===== src/rtl/gf_pkg.sv =====
// GF(2^8) field definition and state types shared by the RS datapath blocks.
// Latency: n/a (types, constants and a combinational field multiply).
// Backpressure: n/a.
package gf_pkg;

    localparam int SYMB_WIDTH = 8;
    // Primitive polynomial x^8 + x^4 + x^3 + x^2 + 1, the usual Reed-Solomon field.
    localparam logic [SYMB_WIDTH:0] GF_PRIM_POLY = 9'h11D;

    typedef enum logic [1:0] {
        GF_ST_IDLE = 2'd0,
        GF_ST_LOAD = 2'd1,
        GF_ST_DONE = 2'd2
    } gf_eval_state_t;

    // Shift-and-add multiply, reducing by the primitive polynomial on every shift.
    function automatic logic [SYMB_WIDTH-1:0] gf_mul(input logic [SYMB_WIDTH-1:0] a,
                                                     input logic [SYMB_WIDTH-1:0] b);
        logic [SYMB_WIDTH-1:0] r;
        logic [SYMB_WIDTH-1:0] t;
        r = '0;
        t = a;
        for (int i = 0; i < SYMB_WIDTH; i++) begin
            if (b[i]) r = r ^ t;
            t = t[SYMB_WIDTH-1] ? ((t << 1) ^ GF_PRIM_POLY[SYMB_WIDTH-1:0]) : (t << 1);
        end
        return r;
    endfunction

endpackage


===== src/rtl/gf_mult.sv =====
// Combinational GF(2^SYMB_WIDTH) multiplier.
// Latency: 0 cycles (pure combinational).
// Backpressure: none, no handshake.
module gf_mult
    import gf_pkg::*;
(
    input  logic [SYMB_WIDTH-1:0] a,
    input  logic [SYMB_WIDTH-1:0] b,
    output logic [SYMB_WIDTH-1:0] p
);

    assign p = gf_mul(a, b);

endmodule


===== src/rtl/gf_poly_eval.sv =====
// Horner evaluation of P(X) over GF(2^8), one coefficient per clock, highest degree first.
// Latency: res_valid one clock after the last coefficient (or after start when N=0).
// Backpressure: result held until res_ready; coef_ready drops once N coefficients are taken.
module gf_poly_eval
    import gf_pkg::*;
#(
    parameter int COEF_NUM_MAX = 16
) (
    input  logic                                  clk,
    input  logic                                  rst,
    input  logic                                  start_valid,
    output logic                                  start_ready,
    input  logic [SYMB_WIDTH-1:0]                 start_x,
    input  logic [$clog2(COEF_NUM_MAX+1)-1:0]     start_len,
    input  logic                                  coef_valid,
    output logic                                  coef_ready,
    input  logic [SYMB_WIDTH-1:0]                 coef_data,
    output logic                                  res_valid,
    input  logic                                  res_ready,
    output logic [SYMB_WIDTH-1:0]                 res_data
);

    localparam int LEN_W = $clog2(COEF_NUM_MAX + 1);

    gf_eval_state_t        state_q, state_d;
    logic [SYMB_WIDTH-1:0] x_q;
    logic [SYMB_WIDTH-1:0] acc_q;
    logic [SYMB_WIDTH-1:0] prod;
    logic [LEN_W-1:0]      n_q;
    logic [LEN_W-1:0]      cnt_q;
    logic [LEN_W-1:0]      len_clamp;
    logic                  start_hs;
    logic                  coef_hs;
    logic                  res_hs;
    logic                  last_coef;

    // Every output comes straight from the state register or acc.
    assign start_ready = (state_q == GF_ST_IDLE);
    assign coef_ready  = (state_q == GF_ST_LOAD);
    assign res_valid   = (state_q == GF_ST_DONE);
    assign res_data    = acc_q;

    assign start_hs  = start_valid & start_ready;
    assign coef_hs   = coef_valid & coef_ready;
    assign res_hs    = res_valid & res_ready;
    assign len_clamp = (start_len > LEN_W'(COEF_NUM_MAX)) ? LEN_W'(COEF_NUM_MAX) : start_len;
    assign last_coef = ((cnt_q + LEN_W'(1)) == n_q);

    gf_mult u_gf_mult (
        .a (acc_q),
        .b (x_q),
        .p (prod)
    );

    always_ff @(posedge clk or posedge rst) begin
        if (rst) begin
            state_q <= GF_ST_IDLE;
        end else begin
            state_q <= state_d;
        end
    end

    always_comb begin
        state_d = state_q;
        case (state_q)
            GF_ST_IDLE: if (start_hs) state_d = (len_clamp == '0) ? GF_ST_DONE : GF_ST_LOAD;
            GF_ST_LOAD: if (coef_hs && last_coef) state_d = GF_ST_DONE;
            GF_ST_DONE: if (res_hs) state_d = GF_ST_IDLE;
            default:    state_d = GF_ST_IDLE;
        endcase
    end

    // cnt_q only advances in LOAD while below n_q, and n_q is clamped, so it cannot wrap.
    always_ff @(posedge clk or posedge rst) begin
        if (rst) begin
            x_q   <= '0;
            n_q   <= '0;
            cnt_q <= '0;
            acc_q <= '0;
        end else if (start_hs) begin
            x_q   <= start_x;
            n_q   <= len_clamp;
            cnt_q <= '0;
            acc_q <= '0;
        end else if (coef_hs) begin
            acc_q <= prod ^ coef_data;
            cnt_q <= cnt_q + LEN_W'(1);
        end
    end

endmodule


===== config.mk =====
export PLATFORM = sky130hd
export DESIGN_NAME = gf_poly_eval
export DESIGN_NICKNAME = d
export VERILOG_FILES = /design/src/rtl/gf_pkg.sv /design/src/rtl/gf_mult.sv /design/src/rtl/gf_poly_eval.sv
export SDC_FILE = /design/constraint.sdc
export NUM_CORES = 1
export LEC_CHECK = 0
export BUFFER_PORTS_ARGS = -buffer_cell sky130_fd_sc_hd__buf_4
export CAP_MARGIN = 20
export CORE_MARGIN = 2
export CORE_UTILIZATION = 31
export CTS_BUF_LIST = sky130_fd_sc_hd__clkbuf_2
export DETAILED_ROUTE_END_ITERATION = 8
export GPL_TIMING_DRIVEN = 0
export PLACE_DENSITY = 0.46
export SETUP_SLACK_MARGIN = 0.3
export SYNTH_ARGS = -nofsm -noshare
export SYNTH_HDL_FRONTEND = slang
export SYNTH_SLANG_ARGS = --single-unit

===== constraint.sdc =====
create_clock -name clk -period 2.3 [get_ports clk]
set_input_delay 0.575 -clock clk [delete_from_list [all_inputs] [get_ports clk]]
set_output_delay 0.575 -clock clk [all_outputs]
set_load 0.005 [all_outputs]

==> results.json, run 1 <==
{
  "cp.arrival_ns": 2.42,
  "wl_um": 6190,
  "dp_hpwl_um": 4520,
  "slew_violations": 0,
  "fill_cells": 811,
  "worstMarginPinSlew_ns": 0.578,
  "cts-root-buf": "clkbuf_2",
  "cts_sinks": 28,
  "finalSetupViolCount": 0,
  "htree_levels": 1,
  "grt_pass1_wl_um": 10100,
  "r2r-start": "res_data[7]$_DFFE_PP0P_",
  "start_util_pct": 32.3,
  "grt_pass1_vias": 1978,
  "final.period_utilization_pct": 90.3,
  "vias": 2000,
  "tns_ns": 0,
  "mostFrequentLayoutCell": "nand2_1",
  "syn_to_final_growth_pct": 33.8,
  "synth_edf_count": 0,
  "crit_type": "flop to flop",
  "numCtsBuffers": 3,
  "coreArea_um2": 7810,
  "cts_tree": "done",
  "synthCells": 280,
  "hold_violations": 0,
  "initialDrtViolationCount": 73,
  "outcome": "completed",
  "min_period_ns": 2.08,
  "port-buffer-count": 36,
  "postSynthAreaPerCell_um2": 9.00,
  "io_pins": 37,
  "synth-seq-area-share_pct": 27.8,
  "max_cap_viol_count": 0,
  "relSlewSlack_pct": 61.5,
  "grt_antenna_before_repair": 0,
  "reg2reg_to": "res_data[3]$_DFFE_PP0P_",
  "yosys_warnings": 0,
  "layout_common_cells": "nand2_1, buf_4, xnor2_1",
  "syn-num-nets": 307,
  "place.gp.congestion": 0.779,
  "fmax_mhz": 482,
  "ant_nets": 0,
  "multi_input_area_um2": 1840,
  "seq_area_um2": 702,
  "async_flop_share_pct": 100,
  "rsz0062_at_grt": "true",
  "nets": 372,
  "postCtsHoldBufs": 0,
  "die_x_um": 94.2,
  "firstDrtPassIters": 4,
  "vias_per_cell": 4.48,
  "synth_area_um2": 2520,
  "wl_per_cell_um": 13.9,
  "final_util_pct": 43.2,
  "ys_seq_elements": 28,
  "ys.flop_type": "dfrtp_1",
  "required_ns": 2.64,
  "grt_max_degree": 22,
  "overflow": 0,
  "drive_above_1_share_pct": 31.7,
  "grt_use_total_pct": 14.7,
  "cts.path.max_buffers": 2,
  "worst_setup_path_start_kind": "flop",
  "startpoint": "res_data[7]$_DFFE_PP0P_",
  "r2r_cells": 8,
  "clk_pin_slew_ns": 0.30,
  "synth_cell_type_count": 38,
  "insertion_delay_ns": 0.38,
  "r2r_slack_ns": 0.22,
  "finClkSkew_ns": 0.00277,
  "crit_fanout": 5,
  "die_h_um": 94.2,
  "hp-class": "primary input to async pin",
  "dieArea_um2": 8870,
  "diodes": 0,
  "drc_errors": 0,
  "rows": 32,
  "worst_setup_path_end_kind": "flop"
}
==> registers in the layout, summed over array words and instances (netlist names) <==
name	count
n_q	5
x_q	8
res_data	8
cnt_q	5
state_q	2
==> through the flow <==
| step | cells | instance area [um^2] | hold WS (ns) | setup slack (ns) |
|---|---|---|---|---|
| floorplan | 280 | 2530 | 0.439 | 0.333 |
| global placement | 418 | 2930 | 0.467 | 0.0671 |
| detailed placement | 419 | 2960 | 0.472 | 0.103 |
| CTS | 438 | 3240 | 0.118 | 0.262 |
| global route | 446 | 3370 | 0.0956 | 0.150 |
| finish | 446 | 3370 | 0.135 | 0.224 |
==> Yosys cell counts (2+ instances only) <==
cell type,n,share of area (%)
nand2_1,75,11
xnor2_1,46,16
dfrtp_1,28,28
xor2_1,24,8.3
o21ai_0,16,3.2
clkbuf_1,9,1.3
mux2_2,9,4.0
xnor3_1,9,8.0
nor2_1,7,1.0
nand2b_1,6,1.5
nand3_1,5,0.99
buf_2,4,0.79
inv_1,4,0.60
buf_4,3,0.89
nor2b_1,3,0.74
o21ai_1,3,0.60
a21oi_1,2,0.40
a22oi_1,2,0.60
and2_1,2,0.50
buf_6,2,0.89
xor2_2,2,1.3
xor2_4,2,2.2
xor3_1,2,1.9
==> worst max path at each step <==
| stage | endpoint | slack, ns | depth (start not counted) |
|---|---|---|---|
| floorplan | res_data[2]$_DFFE_PP0P_ | 0.33 | 7 |
| global placement | res_data[7]$_DFFE_PP0P_ | 0.07 | 8 |
| detailed placement | res_data[7]$_DFFE_PP0P_ | 0.10 | 8 |
| CTS | res_data[3]$_DFFE_PP0P_ | 0.26 | 8 |
| global route | res_data[4]$_DFFE_PP0P_ | 0.15 | 8 |
| finish | res_data[3]$_DFFE_PP0P_ | 0.22 | 8 |
==> critical path, stage by stage (launching register included) <==
cell	delay, ns
dfrtp_1	0.50
buf_12	0.16
buf_8	0.12
xor2_4	0.19
or2_2	0.28
nand3_1	0.10
xor2_1	0.17
xnor3_1	0.40
o21ai_1	0.11
==> final cells by class <==
class	instances	area share (%)
Buffer	20	4.57
Clock buffer	3	0.445
Clock inverter	1	0.891
Inverter	4	0.445
Multi-Input combinational cell	228	54.6
Sequential cell	28	20.8
Tap cell	102	3.79
Timing Repair Buffer	60	14.4
==> layer usage <==
metal | routed length (um) | vias to the layer above | part of all wire, % | track usage [%]
met4 | 30 | 0 | 0.48 | 2.17
met1 | 3050 | 940 | 49 | 21.1
met5 | 0 | - | 0 | 0
met2 | 2890 | 37 | 47 | 24.3
met3 | 219 | 4 | 3.5 | 1.61
li1 | - | 1019 | - | -
==> what timing repair did <==
item                                    CTS  global route
gates resized for setup                  24            17
pin swaps                                18            12
buffers inserted                         15             8
endpoints found under the setup margin    9            11
==> kinds of logic (layout without fill, tap and decap cells) <==
logic type | Yosys count | after routing | synth area share (%)
AOI/OAI and AO/OA | 28 | 28 | 6.45
xor gates and xnor gates | 86 | 86 | 38.7
adders and majority gates | 1 | 1 | 0.496
buffers and inverters | 24 | 88 | 4.87
DFF | 28 | 28 | 27.8
muxes | 9 | 9 | 4.02
and+or+nand+nor | 104 | 104 | 17.6
Power of run 1 is left out: the tool's default activity adds up to more than one toggle a clock period on the data nets, which glitch-free logic cannot reach.
==> run 2, diff against run 1 <==
--- a/config.mk
+++ b/config.mk
@@ -12,7 +12,7 @@
 export CTS_BUF_LIST = sky130_fd_sc_hd__clkbuf_2
 export DETAILED_ROUTE_END_ITERATION = 8
 export GPL_TIMING_DRIVEN = 0
-export PLACE_DENSITY = 0.46
+export PLACE_DENSITY = 0.58
 export SETUP_SLACK_MARGIN = 0.3
 export SYNTH_ARGS = -nofsm -noshare
 export SYNTH_HDL_FRONTEND = slang
==> results.json, run 2 (synthesis gave the netlist of run 1 again) <==
{
  "diodes": 0,
  "worst_setup_path_start_kind": "flop",
  "vias": 2028,
  "wl_per_cell_um": 13.7,
  "worst_setup_path_end_kind": "flop",
  "wl_um": 6040,
  "met2_usage_pct": 24.4,
  "grt_max_degree": 22,
  "grt_most_used_layer": "met2",
  "port-buffer-count": 36,
  "layout_common_cells": "nand2_1, buf_4, xnor2_1",
  "cts_tree": "done",
  "firstDrtPassIters": 5,
  "grt_util_met3_pct": 1.44,
  "cp.arrival_ns": 2.35,
  "clk_pin_slew_ns": 0.30,
  "grt_pass1_vias": 1966,
  "cts-root-buf": "clkbuf_2",
  "drive_above_1_share_pct": 29.9,
  "htree_levels": 1,
  "mostFrequentLayoutCell": "nand2_1",
  "hold_violations": 0,
  "drc_errors": 0,
  "dp_hpwl_um": 4390,
  "nets": 366,
  "crit_fanout": 5,
  "initialDrtViolationCount": 102,
  "tns_ns": 0,
  "overflow": 0,
  "die_h_um": 94.2,
  "grt_pass1_wl_um": 9920,
  "crit_type": "flop to flop",
  "dieArea_um2": 8870,
  "slowest_stage": "dfrtp_1",
  "slowest_delay_ns": 0.46,
  "place.gp.congestion": 0.815,
  "finalSetupViolCount": 0,
  "crit_chain": "buf_6, xor3_2, xor2_1, nand2_1, xnor3_1, xnor3_1, o21ai_1",
  "fmax_mhz": 498,
  "insertion_delay_ns": 0.39,
  "coreArea_um2": 7810,
  "worstMarginPinSlew_ns": 0.533,
  "rows": 32,
  "use_met1_pct": 19.8,
  "postCtsHoldBufs": 0,
  "finClkSkew_ns": 0.0139,
  "rsz0062_at_grt": "true",
  "final_util_pct": 42.2,
  "outcome": "completed",
  "relSlewSlack_pct": 64.5,
  "ant_nets": 0,
  "max_cap_viol_count": 0,
  "die_x_um": 94.2,
  "required_ns": 2.64,
  "cts_sinks": 28,
  "critical_path.top_delay_family": "XOR/XNOR gates",
  "grt_antenna_before_repair": 0,
  "grt_use_total_pct": 14.4,
  "crit_top_cell": "xnor3_1",
  "min_period_ns": 2.01,
  "hp-class": "primary input to async pin",
  "critPathBufInv": 1,
  "start_util_pct": 32.3,
  "numCtsBuffers": 3,
  "final.period_utilization_pct": 87.3,
  "io_pins": 37,
  "syn_to_final_growth_pct": 30.7,
  "cts.path.max_buffers": 2,
  "slew_violations": 0,
  "vias_per_cell": 4.61
}
-- run 2: cell count changes in the layout (fill, tap and decap cells not counted), sizes merged --
cell    previous run  this run
buf               70        63
clkbuf            13        14
-- run 2: path summary, 6_finish.rpt --
check | from | end | slack, ns | depth (start not counted)
hold reg to reg | state_q[1]$_DFFE_PP0P_ | state_q[0]$_DFFE_PP0P_ | 0.50 | 1
max in group asynchronous | rst | cnt_q[0]$_DFFE_PP0P_ | 1.70 | 3
setup reg to reg | res_data[6]$_DFFE_PP0P_ | res_data[2]$_DFFE_PP0P_ | 0.29 | 7
hold / removal | rst | x_q[3]$_DFFE_PP0P_ | 0.13 | 2
min in group clk | start_x[6] | x_q[6]$_DFFE_PP0P_ | 0.38 | 2
setup / recovery | res_data[6]$_DFFE_PP0P_ | res_data[2]$_DFFE_PP0P_ | 0.29 | 7
-- run 2: cell type report --
cell class	instances	area [um^2]
sequential	28	702
clock inverter	1	30.0
timing repair buffer	54	425
buffer	20	161
clock buffer	3	15.0
inverter	4	15.0
multi-input combinational	228	1820
fill	764	4510
tap	102	128
-- run 2: layer usage --
layer  vias up  routed length [um]
li1       1008                   -
met1       974                2750
met2        40                3050
met3         6                 193
met4         0                  51
met5         -                   0
-- run 2: worst register-to-register path, stage by stage, from the launching register on --
cell and delay [ns]:
dfrtp_1 0.46, buf_6 0.15, xor3_2 0.42, xor2_1 0.15
nand2_1 0.07, xnor3_1 0.39, xnor3_1 0.23, o21ai_1 0.12
-- run 2: per-stage QoR --
step,cell area (um^2),cells,hold slack (ns),setup WS (ns)
3_3_place_gp,2930,418,0.468,0.121
6_report,3290,440,0.130,0.292
4_1_cts,3170,432,0.113,0.241
2_1_floorplan,2530,280,0.439,0.333
3_5_place_dp,2960,419,0.473,0.111
5_1_grt,3290,440,0.105,0.177
-- run 2: timing repair --
| item | 4_1_cts | 5_1_grt |
|---|---|---|
| pin swaps | 8 | 10 |
| endpoints found under the setup margin | 9 | 9 |
| setup buffers | 9 | 8 |
| gates resized for setup | 20 | 19 |
Power of run 2 is left out for the same reason.
